**src/rtl/multicycle_ctrl.sv**
```systemverilog
// Multi-cycle RV32I-subset control FSM; 3-5 cycles per instruction with mem_ready always high.
// Memory states stall on mem_ready; MAX_WAIT consecutive unready cycles trap with cause 10.
module multicycle_ctrl #(
  parameter int MAX_WAIT = 15,
  parameter int WAIT_W   = 8
) (
  input  logic       clk,
  input  logic       reset,
  input  logic       run,
  input  logic [6:0] opcode,
  input  logic [2:0] funct3,
  input  logic       funct7_5,
  input  logic       zero,
  input  logic       mem_ready,
  output logic       pc_write,
  output logic [1:0] pc_src,
  output logic       ir_write,
  output logic       mem_addr_sel,
  output logic       mem_read,
  output logic       mem_write,
  output logic [1:0] alu_src_a,
  output logic [1:0] alu_src_b,
  output logic [3:0] alu_control,
  output logic       reg_write,
  output logic [1:0] mem_to_reg,
  output logic       instr_done,
  output logic [1:0] trap_cause,
  output logic [3:0] state_dbg
);

  localparam logic [3:0] S_IDLE   = 4'd0;
  localparam logic [3:0] S_FETCH  = 4'd1;
  localparam logic [3:0] S_DECODE = 4'd2;
  localparam logic [3:0] S_EXEC_R = 4'd3;
  localparam logic [3:0] S_EXEC_I = 4'd4;
  localparam logic [3:0] S_ADDR   = 4'd5;
  localparam logic [3:0] S_MEM_RD = 4'd6;
  localparam logic [3:0] S_MEM_WR = 4'd7;
  localparam logic [3:0] S_WB_ALU = 4'd8;
  localparam logic [3:0] S_WB_MEM = 4'd9;
  localparam logic [3:0] S_BRANCH = 4'd10;
  localparam logic [3:0] S_JAL    = 4'd11;
  localparam logic [3:0] S_TRAP   = 4'd15;

  localparam logic [6:0] OP_R     = 7'b0110011;
  localparam logic [6:0] OP_I     = 7'b0010011;
  localparam logic [6:0] OP_LOAD  = 7'b0000011;
  localparam logic [6:0] OP_STORE = 7'b0100011;
  localparam logic [6:0] OP_BR    = 7'b1100011;
  localparam logic [6:0] OP_JAL   = 7'b1101111;

  localparam logic [3:0] ALU_AND = 4'b0000;
  localparam logic [3:0] ALU_OR  = 4'b0001;
  localparam logic [3:0] ALU_ADD = 4'b0010;
  localparam logic [3:0] ALU_XOR = 4'b0011;
  localparam logic [3:0] ALU_SUB = 4'b0110;
  localparam logic [3:0] ALU_SLT = 4'b0111;

  localparam logic [1:0] CAUSE_ILLEGAL = 2'b01;
  localparam logic [1:0] CAUSE_TIMEOUT = 2'b10;

  logic [3:0]        state, state_nx;
  logic [1:0]        cause_nx;
  logic [WAIT_W-1:0] wait_cnt;
  logic              in_mem_state;
  logic              timeout;
  logic              retire;
  logic              alu_ok;
  logic [3:0]        alu_op;

  assign in_mem_state = (state == S_FETCH) || (state == S_MEM_RD) || (state == S_MEM_WR);
  // This cycle would be the MAX_WAIT-th consecutive unready cycle.
  assign timeout = in_mem_state && !mem_ready && (wait_cnt == WAIT_W'(MAX_WAIT - 1));

  // funct7_5 only selects SUB for register-register ops; immediates always ADD.
  always_comb begin
    alu_ok = 1'b1;
    alu_op = ALU_ADD;
    case (funct3)
      3'b000:  alu_op = (state == S_EXEC_R && funct7_5) ? ALU_SUB : ALU_ADD;
      3'b111:  alu_op = ALU_AND;
      3'b110:  alu_op = ALU_OR;
      3'b100:  alu_op = ALU_XOR;
      3'b010:  alu_op = ALU_SLT;
      default: begin
        alu_ok = 1'b0;
        alu_op = ALU_AND;
      end
    endcase
  end

  always_comb begin
    state_nx = state;
    cause_nx = trap_cause;
    retire   = 1'b0;
    case (state)
      S_IDLE:   if (run) state_nx = S_FETCH;
      S_FETCH: begin
        if (mem_ready) state_nx = S_DECODE;
        else if (timeout) begin
          state_nx = S_TRAP;
          cause_nx = CAUSE_TIMEOUT;
        end
      end
      S_DECODE: begin
        case (opcode)
          OP_R:              state_nx = S_EXEC_R;
          OP_I:              state_nx = S_EXEC_I;
          OP_LOAD, OP_STORE: state_nx = S_ADDR;
          OP_JAL:            state_nx = S_JAL;
          default:           state_nx = S_TRAP;
        endcase
        if (opcode == OP_BR && (funct3 == 3'b000 || funct3 == 3'b001)) state_nx = S_BRANCH;
        if (state_nx == S_TRAP) cause_nx = CAUSE_ILLEGAL;
      end
      S_EXEC_R, S_EXEC_I: begin
        if (alu_ok) state_nx = S_WB_ALU;
        else begin
          state_nx = S_TRAP;
          cause_nx = CAUSE_ILLEGAL;
        end
      end
      S_ADDR:   state_nx = (opcode == OP_LOAD) ? S_MEM_RD : S_MEM_WR;
      S_MEM_RD: begin
        if (mem_ready) state_nx = S_WB_MEM;
        else if (timeout) begin
          state_nx = S_TRAP;
          cause_nx = CAUSE_TIMEOUT;
        end
      end
      S_MEM_WR: begin
        if (mem_ready) retire = 1'b1;
        else if (timeout) begin
          state_nx = S_TRAP;
          cause_nx = CAUSE_TIMEOUT;
        end
      end
      S_WB_ALU, S_WB_MEM, S_BRANCH, S_JAL: retire = 1'b1;
      S_TRAP:   state_nx = S_TRAP;
      default:  state_nx = S_IDLE;
    endcase
    if (retire) state_nx = run ? S_FETCH : S_IDLE;
  end

  always_ff @(posedge clk or negedge reset) begin
    if (!reset) begin
      state      <= S_IDLE;
      wait_cnt   <= '0;
      trap_cause <= 2'b00;
    end else begin
      state      <= state_nx;
      trap_cause <= cause_nx;
      if (!in_mem_state || mem_ready || state_nx != state) wait_cnt <= '0;
      else wait_cnt <= wait_cnt + WAIT_W'(1);
    end
  end

  always_comb begin
    pc_write     = 1'b0;
    pc_src       = 2'b00;
    ir_write     = 1'b0;
    mem_addr_sel = 1'b0;
    mem_read     = 1'b0;
    mem_write    = 1'b0;
    alu_src_a    = 2'b00;
    alu_src_b    = 2'b00;
    alu_control  = ALU_AND;
    reg_write    = 1'b0;
    mem_to_reg   = 2'b00;
    case (state)
      S_FETCH: begin
        mem_read    = 1'b1;
        alu_src_b   = 2'b01;
        alu_control = ALU_ADD;
        ir_write    = mem_ready;
        pc_write    = mem_ready;
      end
      S_DECODE: begin
        alu_src_a   = 2'b10;
        alu_src_b   = 2'b10;
        alu_control = ALU_ADD;
      end
      S_EXEC_R: begin
        alu_src_a   = 2'b01;
        alu_control = alu_op;
      end
      S_EXEC_I: begin
        alu_src_a   = 2'b01;
        alu_src_b   = 2'b10;
        alu_control = alu_op;
      end
      S_ADDR: begin
        alu_src_a   = 2'b01;
        alu_src_b   = 2'b10;
        alu_control = ALU_ADD;
      end
      S_MEM_RD: begin
        mem_read     = 1'b1;
        mem_addr_sel = 1'b1;
      end
      S_MEM_WR: begin
        mem_write    = 1'b1;
        mem_addr_sel = 1'b1;
      end
      S_WB_ALU: reg_write = 1'b1;
      S_WB_MEM: begin
        reg_write  = 1'b1;
        mem_to_reg = 2'b01;
      end
      S_BRANCH: begin
        alu_src_a   = 2'b01;
        alu_control = ALU_SUB;
        pc_src      = 2'b01;
        pc_write    = (funct3 == 3'b000 && zero) || (funct3 == 3'b001 && !zero);
      end
      S_JAL: begin
        reg_write  = 1'b1;
        mem_to_reg = 2'b10;
        pc_write   = 1'b1;
        pc_src     = 2'b10;
      end
      default: ;
    endcase
  end

  assign instr_done = retire;
  assign state_dbg  = state;

endmodule
```
**config.mk**
```make
export PLATFORM = sky130hd
export DESIGN_NAME = multicycle_ctrl
export DESIGN_NICKNAME = d
export VERILOG_FILES = /design/src/rtl/multicycle_ctrl.sv
export SDC_FILE = /design/constraint.sdc
export NUM_CORES = 1
export LEC_CHECK = 0
export BUFFER_PORTS_ARGS = -buffer_cell sky130_fd_sc_hd__clkbuf_2
export CAP_MARGIN = 20
export CORE_ASPECT_RATIO = 0.6
export CORE_UTILIZATION = 54
export DETAILED_ROUTE_END_ITERATION = 6
export GPL_TIMING_DRIVEN = 0
export PLACE_DENSITY = 0.85
export SLEW_MARGIN = 15
export SYNTH_ARGS = -nofsm -noshare
export SYNTH_HDL_FRONTEND = slang
export SYNTH_SLANG_ARGS = --single-unit
export TNS_END_PERCENT = 100
```
**constraint.sdc**
```tcl
create_clock -name clk -period 4.2 [get_ports clk]
set_input_delay 0.42 -clock clk [delete_from_list [all_inputs] [get_ports clk]]
set_output_delay 0.42 -clock clk [all_outputs]
set_load 0.1 [all_outputs]
```
==> results.yml <==
synthesis:
  synth_edf_count: 0
  synth_top_area_share_pct: 28.9
  seq_area_frac_synth_pct: 28.9
  syn-num-nets: 176
  avgSynthCellArea_um2: 7.67
  synthCells: 158
  yosys-top-cells-area: "dfrtp_1 29%, nor2_1 7.7%, a21oi_1 5.8%, o21ai_0 4.1%, nand2_1 3.7%"
  synth.distinct_cells: 49
  syn-cell-area_um2: 1210
  synth_common_cells: "25 x nor2_1, 14 x a21oi_1, 14 x dfrtp_1"
  yosys.area.top_type: "dfrtp_1"
  yosysMostFrequentCell: "nor2_1"
  synth_async_sr_flop_share_pct: 100
  ys.flop_type: "dfrtp_1"
  yosysWarningCount: 0
  ys_ff_latch: 14
detailed_routing:
  routed_wirelength_um: 3510
  dr.pass1.iters: 4
  drtIter0Drc: 129
  antenna_left: 0
  route.detailed.drc: 0
  wl_per_cell_um: 15.3
  vias: 1423
  viasPerCell: 6.21
worst_setup_path:
  arrival_ns: 2.40
  reg2regPathDepth: 6
  r2r_start: "state_dbg[1]$_DFF_PN0_"
  end_kind: "primary output"
  r2r-end: "wait_cnt[1]$_DFF_PN0_"
  cp.required_ns: 3.78
  critPathKind: "reg2out"
  critPathMaxFanout: 10
  startpoint_type: "flop"
  crit_path_start: "state_dbg[0]$_DFF_PN0_"
  regToRegSetupSlack_ns: 2.22
  endpoint: "alu_control[2]"
cts:
  clk_path_buf_depth: 2
  h-tree-depth: 1
  root_buffer: "clkbuf_8"
  clk-insertion-delay-late_ns: 0.25
  post-cts-setup-buffers: 0
  post_cts_resized: 0
  holdBufCountCts: 0
  cts.sinks: 14
  clk_pin_slew_worst_paths_ns: 0.06
  cts_buffers: 3
  cts_tree: "done"
floorplan:
  die_h_um: 38.7
  core_um2: 1980
  initial_utilization_pct: 61.2
  ioPinCount: 41
  die_w_um: 63.2
  rows: 12
  die_area_um2: 2440
run:
  maxCapViolations: 0
placement:
  port-buffer-count: 39
  place_hpwl_um: 2650
  pre_cts_ws_ns: 1.70
  gp_congestion: 0.908
timing:
  hold_viol_final: 0
  finalClockSkew_ns: 0.00165
  setup_tns_ns: 0
  drv_slew: 0
  worst_pin_slew_ns: 0.547
  period_minus_slack_ns: 2.82
  clock.fmax_ghz: 0.354
  max_slew_margin_pct: 63.2
  setup_violations: 0
  rsz0062_at_grt: "false"
  worst_slack_ns: 1.38
  timing.final.crit_share_pct: 67.2
status:
  status: "complete, no violations"
global_route:
  grt-ovfl-total: 0
  grt_pass1_wl_um: 5660
  grt_usage_pct: 31.1
  grt_max_degree: 15
  grt_antenna_before_repair: 0
  grt_pass1_vias: 1170
finish:
  drive_gt1_share_pct: 29.9
  fin_nets: 220
  area_delta_synth_final_pct: 24.1
  nFillCells: 167
  num_antenna_cells: 0
  finalCoreUtilization_pct: 75.9
min_path:
  min_path_type: "in2async"
[worst min-delay path by stage]
stage / from / to / slack, ns
floorplan: reset / state_dbg[0]$_DFF_PN0_ / 0.12
global placement: reset / wait_cnt[3]$_DFF_PN0_ / 0.33
detailed placement: reset / trap_cause[0]$_DFFE_PN0P_ / 0.33
CTS: reset / trap_cause[0]$_DFFE_PN0P_ / 0.07
global route: reset / trap_cause[0]$_DFFE_PN0P_ / 0.07
finish: reset / trap_cause[0]$_DFFE_PN0P_ / 0.06
[critical path, stage by stage (launching register included)]
cell and delay (ns):
dfrtp_1 0.47, clkbuf_1 0.39, nand2_1 0.23, o22ai_1 0.18
nand2_1 0.11, o32ai_2 0.26, clkbuf_2 0.50
[layer usage]
layer  track usage [%]  vias up  wire, um
li1                  -      653         -
met1              43.4      655      1650
met2              49.5      107      1450
met3              6.47        8       372
met4              7.39        0        38
met5                 0        -         0
[through the flow]
| stage | hold WS (ns) | instance area [um^2] | std cells |
|---|---|---|---|
| 3_5_place_dp | 0.335 | 1450 | 225 |
| 2_1_floorplan | 0.124 | 1220 | 158 |
| 5_1_grt | 0.0680 | 1510 | 229 |
| 6_report | 0.0577 | 1510 | 229 |
| 4_1_cts | 0.0669 | 1510 | 229 |
| 3_3_place_gp | 0.327 | 1450 | 225 |
[flip-flops by register name, summed over array words and instances, names as in the netlist]
signal,cells
state_dbg,4
trap_cause,2
wait_cnt,8
[cell type report]
| type | instances | area (um^2) | share of cell area (%) |
|---|---|---|---|
| plain buffers | 8 | 66.3 | 4.41 |
| clock buffers | 4 | 55.1 | 3.66 |
| inverters | 6 | 22.5 | 1.50 |
| multi-input cells | 130 | 781 | 51.9 |
| flip-flops and latches | 14 | 350 | 23.3 |
| well taps | 28 | 35.0 | 2.33 |
| repair buffers | 39 | 195 | 13.0 |
[kinds of logic (layout without fill, tap and decap cells)]
kind of cell | Yosys count | in the layout | synth area share, %
and+or+nand+nor | 72 | 72 | 30.2
AOI/OAI and AO/OA | 47 | 47 | 25.4
DFF | 14 | 14 | 28.9
buffers and inverters | 14 | 57 | 7.33
xor gates and xnor gates | 8 | 8 | 5.78
adders and majority gates | 2 | 2 | 2.06
other | 1 | 1 | 0.309
[cells in the final DEF (no fill, tap or decap), types with 2 or more instances in the layout]
| master | instances |
|---|---|
| ha_1 | 2 |
| clkbuf_1 | 3 |
| xor2_1 | 4 |
| nand2b_1 | 5 |
| inv_1 | 6 |
| dfrtp_1 | 14 |
| nor2_1 | 25 |
| a21boi_1 | 2 |
| a31oi_1 | 3 |
| clkbuf_8 | 5 |
| clkbuf_2 | 39 |
| xnor2_1 | 4 |
| nor3_1 | 8 |
| nand2_1 | 12 |
| nor4_1 | 2 |
| o22ai_1 | 3 |
| o21ai_0 | 10 |
| buf_6 | 3 |
| a21oi_1 | 14 |
| nand3_1 | 6 |
| or2b_2 | 2 |
Power is not shown: default switching activity piles up to over one toggle a cycle in this logic, so the estimate is an artifact.
